[src/rtl/ela_pkg.sv]
// Shared types and sizing helpers for the ELA frame sequencer.
package ela_pkg;

   typedef enum logic [2:0] {
      S_IDLE,
      S_REQ,
      S_LOAD,
      S_EMIT_INT,
      S_EMIT_CPY,
      S_DONE
   } ela_state_e;

   localparam logic OUT_COPY   = 1'b0;
   localparam logic OUT_INTERP = 1'b1;

   localparam int unsigned DEF_WIDTH   = 16;
   localparam int unsigned DEF_IN_ROWS = 5;

   function automatic int unsigned out_rows(input int unsigned in_rows);
      return 2 * in_rows - 1;
   endfunction

   function automatic int unsigned col_width(input int unsigned width);
      return $clog2(width);
   endfunction

   function automatic int unsigned row_idx_width(input int unsigned in_rows);
      return $clog2(2 * in_rows);
   endfunction

   localparam int unsigned DEF_OUT_ROWS = out_rows(DEF_IN_ROWS);

endpackage

[src/rtl/ela_col_cnt.sv]
// WIDTH-modulo column counter shared by the load and emit passes.
module ela_col_cnt
#(
   parameter int unsigned WIDTH = 16,
   localparam int unsigned CW   = $clog2(WIDTH)
) (
   input  logic          clk_i,
   input  logic          rst_ni,
   input  logic          en_i,
   output logic [CW-1:0] cnt_o,
   output logic          tc_o
);

   localparam logic [CW-1:0] CNT_MAX = CW'(WIDTH - 1);

   logic [CW-1:0] cnt_q, cnt_d;

   always_comb begin
      tc_o  = en_i && (cnt_q == CNT_MAX);
      cnt_d = cnt_q;
      if (en_i) begin
         cnt_d = tc_o ? '0 : cnt_q + 1'b1;
      end
   end

   always_ff @(posedge clk_i or negedge rst_ni) begin
      if (!rst_ni) begin
         cnt_q <= '0;
      end else begin
         cnt_q <= cnt_d;
      end
   end

   assign cnt_o = cnt_q;

endmodule

[src/rtl/ela_frame_ctrl.sv]
// Frame sequencer for the ELA datapath: row requests, ping-pong buffer
// steering and copy/interpolate pass scheduling.
module ela_frame_ctrl
   import ela_pkg::*;
#(
   parameter int unsigned WIDTH   = DEF_WIDTH,
   parameter int unsigned IN_ROWS = DEF_IN_ROWS
) (
   input  logic                                clk,
   input  logic                                rst,
   output logic                                req,
   output logic                                buf_we,
   output logic                                wr_buf,
   output logic [$clog2(WIDTH)-1:0]            wr_addr,
   output logic [$clog2(WIDTH)-1:0]            rd_addr,
   output logic                                up_buf,
   output logic                                out_sel,
   output logic                                col_first,
   output logic                                col_last,
   output logic                                valid,
   output logic [$clog2(2*IN_ROWS)-1:0]        row_idx,
   output logic                                done
);

   localparam int unsigned COL_W  = col_width(WIDTH);
   localparam int unsigned IN_W   = $clog2(IN_ROWS);
   localparam int unsigned RIDX_W = row_idx_width(IN_ROWS);

   localparam logic [COL_W-1:0]  COL_MAX  = COL_W'(WIDTH - 1);
   localparam logic [IN_W-1:0]   LAST_IN  = IN_W'(IN_ROWS - 1);
   localparam logic [RIDX_W-1:0] LAST_OUT = RIDX_W'(out_rows(IN_ROWS) - 1);

   ela_state_e        state_q, state_d;
   logic [IN_W-1:0]   in_row_q, in_row_d;
   logic [RIDX_W-1:0] row_idx_q, row_idx_d;
   logic [COL_W-1:0]  col;
   logic              col_tc;
   logic              col_en;

   ela_col_cnt #(.WIDTH(WIDTH)) u_col_cnt (
      .clk_i  (clk),
      .rst_ni (rst),
      .en_i   (col_en),
      .cnt_o  (col),
      .tc_o   (col_tc)
   );

   always_comb begin
      state_d   = state_q;
      in_row_d  = in_row_q;
      row_idx_d = row_idx_q;
      col_en    = 1'b0;
      req       = 1'b0;
      buf_we    = 1'b0;
      wr_buf    = 1'b0;
      wr_addr   = '0;
      rd_addr   = '0;
      up_buf    = 1'b0;
      out_sel   = OUT_COPY;
      col_first = 1'b0;
      col_last  = 1'b0;
      valid     = 1'b0;
      done      = 1'b0;

      unique case (state_q)
         S_IDLE: state_d = S_REQ;
         S_REQ: begin
            req     = 1'b1;
            state_d = S_LOAD;
         end
         S_LOAD: begin
            col_en  = 1'b1;
            buf_we  = 1'b1;
            wr_buf  = in_row_q[0];
            wr_addr = col;
            // Row 0 has no upper neighbour, so it goes straight to a copy pass.
            if (col_tc) state_d = (in_row_q == '0) ? S_EMIT_CPY : S_EMIT_INT;
         end
         S_EMIT_INT, S_EMIT_CPY: begin
            col_en    = 1'b1;
            valid     = 1'b1;
            rd_addr   = col;
            col_first = (col == '0);
            col_last  = (col == COL_MAX);
            if (state_q == S_EMIT_INT) begin
               out_sel = OUT_INTERP;
               up_buf  = ~in_row_q[0];
            end else begin
               up_buf  = in_row_q[0];
            end
            if (col_tc) begin
               if (row_idx_q != LAST_OUT) row_idx_d = row_idx_q + 1'b1;
               if (state_q == S_EMIT_INT) begin
                  state_d = S_EMIT_CPY;
               end else if (in_row_q == LAST_IN) begin
                  state_d = S_DONE;
               end else begin
                  in_row_d = in_row_q + 1'b1;
                  state_d  = S_REQ;
               end
            end
         end
         S_DONE: done = 1'b1;
         default: state_d = S_IDLE;
      endcase
   end

   always_ff @(posedge clk or negedge rst) begin
      if (!rst) begin
         state_q   <= S_IDLE;
         in_row_q  <= '0;
         row_idx_q <= '0;
      end else begin
         state_q   <= state_d;
         in_row_q  <= in_row_d;
         row_idx_q <= row_idx_d;
      end
   end

   assign row_idx = row_idx_q;

endmodule
[config.mk]
export PLATFORM = sky130hd
export DESIGN_NAME = ela_frame_ctrl
export DESIGN_NICKNAME = d
export VERILOG_FILES = /design/src/rtl/ela_pkg.sv /design/src/rtl/ela_col_cnt.sv /design/src/rtl/ela_frame_ctrl.sv
export SDC_FILE = /design/constraint.sdc
export NUM_CORES = 1
export LEC_CHECK = 0
export CAP_MARGIN = 20
export CORE_ASPECT_RATIO = 0.75
export CORE_MARGIN = 1.5
export CORE_UTILIZATION = 51
export CTS_CLUSTER_DIAMETER = 100
export DETAILED_ROUTE_END_ITERATION = 12
export PLACE_DENSITY_LB_ADDON = 0.2
export SLEW_MARGIN = 5
export SYNTH_ARGS = -nofsm -noshare
export SYNTH_HDL_FRONTEND = slang
export SYNTH_SLANG_ARGS = --single-unit
[constraint.sdc]
create_clock -name clk -period 4.3 [get_ports clk]
set_clock_uncertainty 0.05 [all_clocks]
set_input_delay 1.075 -clock clk [delete_from_list [all_inputs] [get_ports clk]]
set_output_delay 1.075 -clock clk [all_outputs]
set_load 0.01 [all_outputs]
==> results.tsv <==
stage	metric	value	unit
setup_path	startpoint	state_q[0]$_DFFE_PN0P_	
timing	rsz0062_at_grt	no	
timing	tns	0	ns
global_route	top_usage_layer	met2	
cells_and_area	area_delta_synth_final	27.7	%
clocking	clk_pin_slew	0.09	ns
yosys	yosysTopAreaCellShare	0.378	
clocking	cts_sinks	14	
setup_path	reg2reg_to	row_idx[1]$_DFFE_PN0P_	
timing	tightest_slew	0.642	ns
global_route	grtUsageMet3	0.0763	
yosys	ys_types	33	
floorplanning	rows	13	
global_route	gr-usage-all-layers	0.217	
clocking	hold_buffers	0	
yosys	synth.avg_cell_area	9.08	um2
global_route	grt_pass1_wl	3.09	mm
cells_and_area	postLayoutCellArea	1180	um2
floorplanning	die_x	52.2	um
setup_path	r2r-start	state_q[0]$_DFFE_PN0P_	
detailed_routing	ant_nets	0	
global_route	antenna_found_initial	0	
placed_design	place_area	1160	um2
floorplanning	io-pin-count	23	
timing	report.final.hold_viol_count	0	
timing	slew_headroom	0.570	
clocking	insertion_delay	0.29	ns
clocking	postCtsSetupBuffers	0	
detailed_routing	drt_wl_total	1.83	mm
setup_path	arrival	2.22	ns
global_route	grt_pass1_vias	710	
yosys	seq_area_frac_synth	0.378	
setup_path	rrSetupSlack	2.55	ns
yosys	mappedNetlistArea	926	um2
timing	fmax	0.299	GHz
placed_design	io_buffer_count	22	
power	max-vdd-ir-drop	0.000149	V
clocking	ctsRootBufferMaster	clkbuf_4	
floorplanning	die_h	39.9	um
worst_hold_path	min_path_cells	1	
clocking	postCtsResizedCells	0	
setup_path	required	3.17	ns
worst_hold_path	min_path_type	reg -> reg	
cells_and_area	layout_common_cells	clkdlybuf4s50_1, dfrtp_1, nand2_1, inv_1, nor2_1	
cells_and_area	finalNetCount	134	
detailed_routing	wire_per_inst	12.5	um
placed_design	gp_congestion	0.803	
detailed_routing	vias	779	
cells_and_area	layout_commonest_cell	clkdlybuf4s50_1	
detailed_routing	drc	0	
detailed_routing	vias_per_cell	5.34	
clocking	cts_tree	done	
yosys	synth_warnings	0	
floorplanning	core_area	1720	um2
setup_path	crit_type	reg -> out	
clocking	cts_max_level	1	
detailed_routing	first_pass_iters	4	
yosys	yosysTopAreaCell	dfrtp_1	
placed_design	hpwl	1.31	mm
global_route	use_met2	0.332	
timing	period_minus_slack	3.35	ns
yosys	synth_area_leaders	dfrtp_1, ha_1, nand2_1	
global_route	grt_max_degree	15	
yosys	syn-num-nets	110	
clocking	cts_buffer_depth	2	
global_route	grt-ovfl-total	0	
setup_path	path_max_fanout	12	
yosys	ys_ff_latch	14	
run	max-cap-violations	0	
setup_path	crit_path_end	col_first	
timing	setup_viol	0	
power	p_per_area	179	nW/um2
setup_path	reg2regPathDepth	5	
setup_path	crit_path_end_kind	primary output	
power	leakage	0.000528	uW
timing	maxSlewViolCount	0	
floorplanning	dieArea	2080	um2
setup_path	critPathLaunchType	flip-flop	
detailed_routing	drt_iter0_drc	16	
clocking	cts_buffers	3	
timing	fin_crit_sh	0.779	
cells_and_area	drive_above_1_share	0.0968	
global_route	met1_usage	0.278	
floorplanning	start_util	0.537	
outcome	outcome	finished, final reports clean	
yosys	syn_inst	102	
cells_and_area	n_antenna_cell	0	
[how the worst min path moves through the flow]
stage,start,end,slack (ns)
5_1_grt,row_idx[3]$_DFFE_PN0P_,row_idx[3]$_DFFE_PN0P_,0.50
3_5_place_dp,row_idx[3]$_DFFE_PN0P_,row_idx[3]$_DFFE_PN0P_,0.47
4_1_cts,row_idx[3]$_DFFE_PN0P_,row_idx[3]$_DFFE_PN0P_,0.48
6_report,row_idx[3]$_DFFE_PN0P_,row_idx[3]$_DFFE_PN0P_,0.49
2_1_floorplan,u_col_cnt.cnt_o[1]$_DFFE_PN0P_,u_col_cnt.cnt_o[1]$_DFFE_PN0P_,0.45
3_3_place_gp,row_idx[3]$_DFFE_PN0P_,row_idx[3]$_DFFE_PN0P_,0.46
[power breakdown]
group | switching [uW] | internal, uW
Combinational | 2.52 | 0.796
Sequential | 0 | 132
Clock | 44.7 | 32.6
Total | 47.2 | 165
[worst max-delay path, cell delays in order (launching register included)]
cell             delay [ns]
dfrtp_1                0.54
nor3b_4                0.42
a21oi_4                0.10
nor4b_1                0.27
clkdlybuf4s50_1        0.59
[sequential cells by signal, summed over array words and instances, names as in the netlist]
signal,flops
state_q,3
u_col_cnt.cnt_o,4
in_row_q,3
row_idx,4
[metrics by stage]
| step | total power [uW] | util | setup WS (ns) | hold WS, ns | cells |
|---|---|---|---|---|---|
| after floorplan | 134 | - | 1.84 | 0.447 | 102 |
| after global placement | 138 | 0.673 | 1.33 | 0.461 | 143 |
| after detailed placement | 138 | 0.673 | 1.28 | 0.472 | 143 |
| after CTS | 215 | 0.686 | 0.930 | 0.483 | 146 |
| after global routing | 224 | 0.686 | 0.828 | 0.504 | 146 |
| final | 212 | 0.686 | 0.952 | 0.489 | 146 |
[metal layers]
metal	up-vias	part of all wire
met2	21	0.43
li1	391	-
met5	-	0
met3	4	0.062
met1	363	0.49
met4	0	0.014
[Yosys cell counts, drive strengths merged]
master  count
o211ai      1
nor4b       1
or2b        1
xnor2       3
o21ai       8
nand3b      1
o41ai       1
xor2        1
and2        4
a221o       1
inv        10
nand2b      1
nand2      12
and2b       1
a21oi       5
a31oi       1
a211oi      1
buf         2
nor3b       1
and3        1
nor3        5
mux2        3
mux2i       1
nand3       5
clkbuf      1
nor2        9
dfrtp      14
nor2b       1
ha          6
[layout make-up]
class / instances / area, um2
timing repair buffer: 22 / 220
clock buffer: 3 / 22.5
sequential: 14 / 350
tap: 22 / 27.5
fill: 143 / 542
inverter: 10 / 40.0
multi-input combinational: 75 / 522
[cell families (layout without fill, tap and decap cells)]
kind of cell,Yosys count,after routing,synth area share
and+or+nand+nor,43,43,0.249
AOI/OAI and AO/OA,18,18,0.141
DFF,14,14,0.378
buffers and inverters,13,35,0.0581
adders and majority gates,6,6,0.0811
xor gates and xnor gates,4,4,0.0378
muxes,4,4,0.0554
No activity file was read; power rests on OpenSTA's default activity.
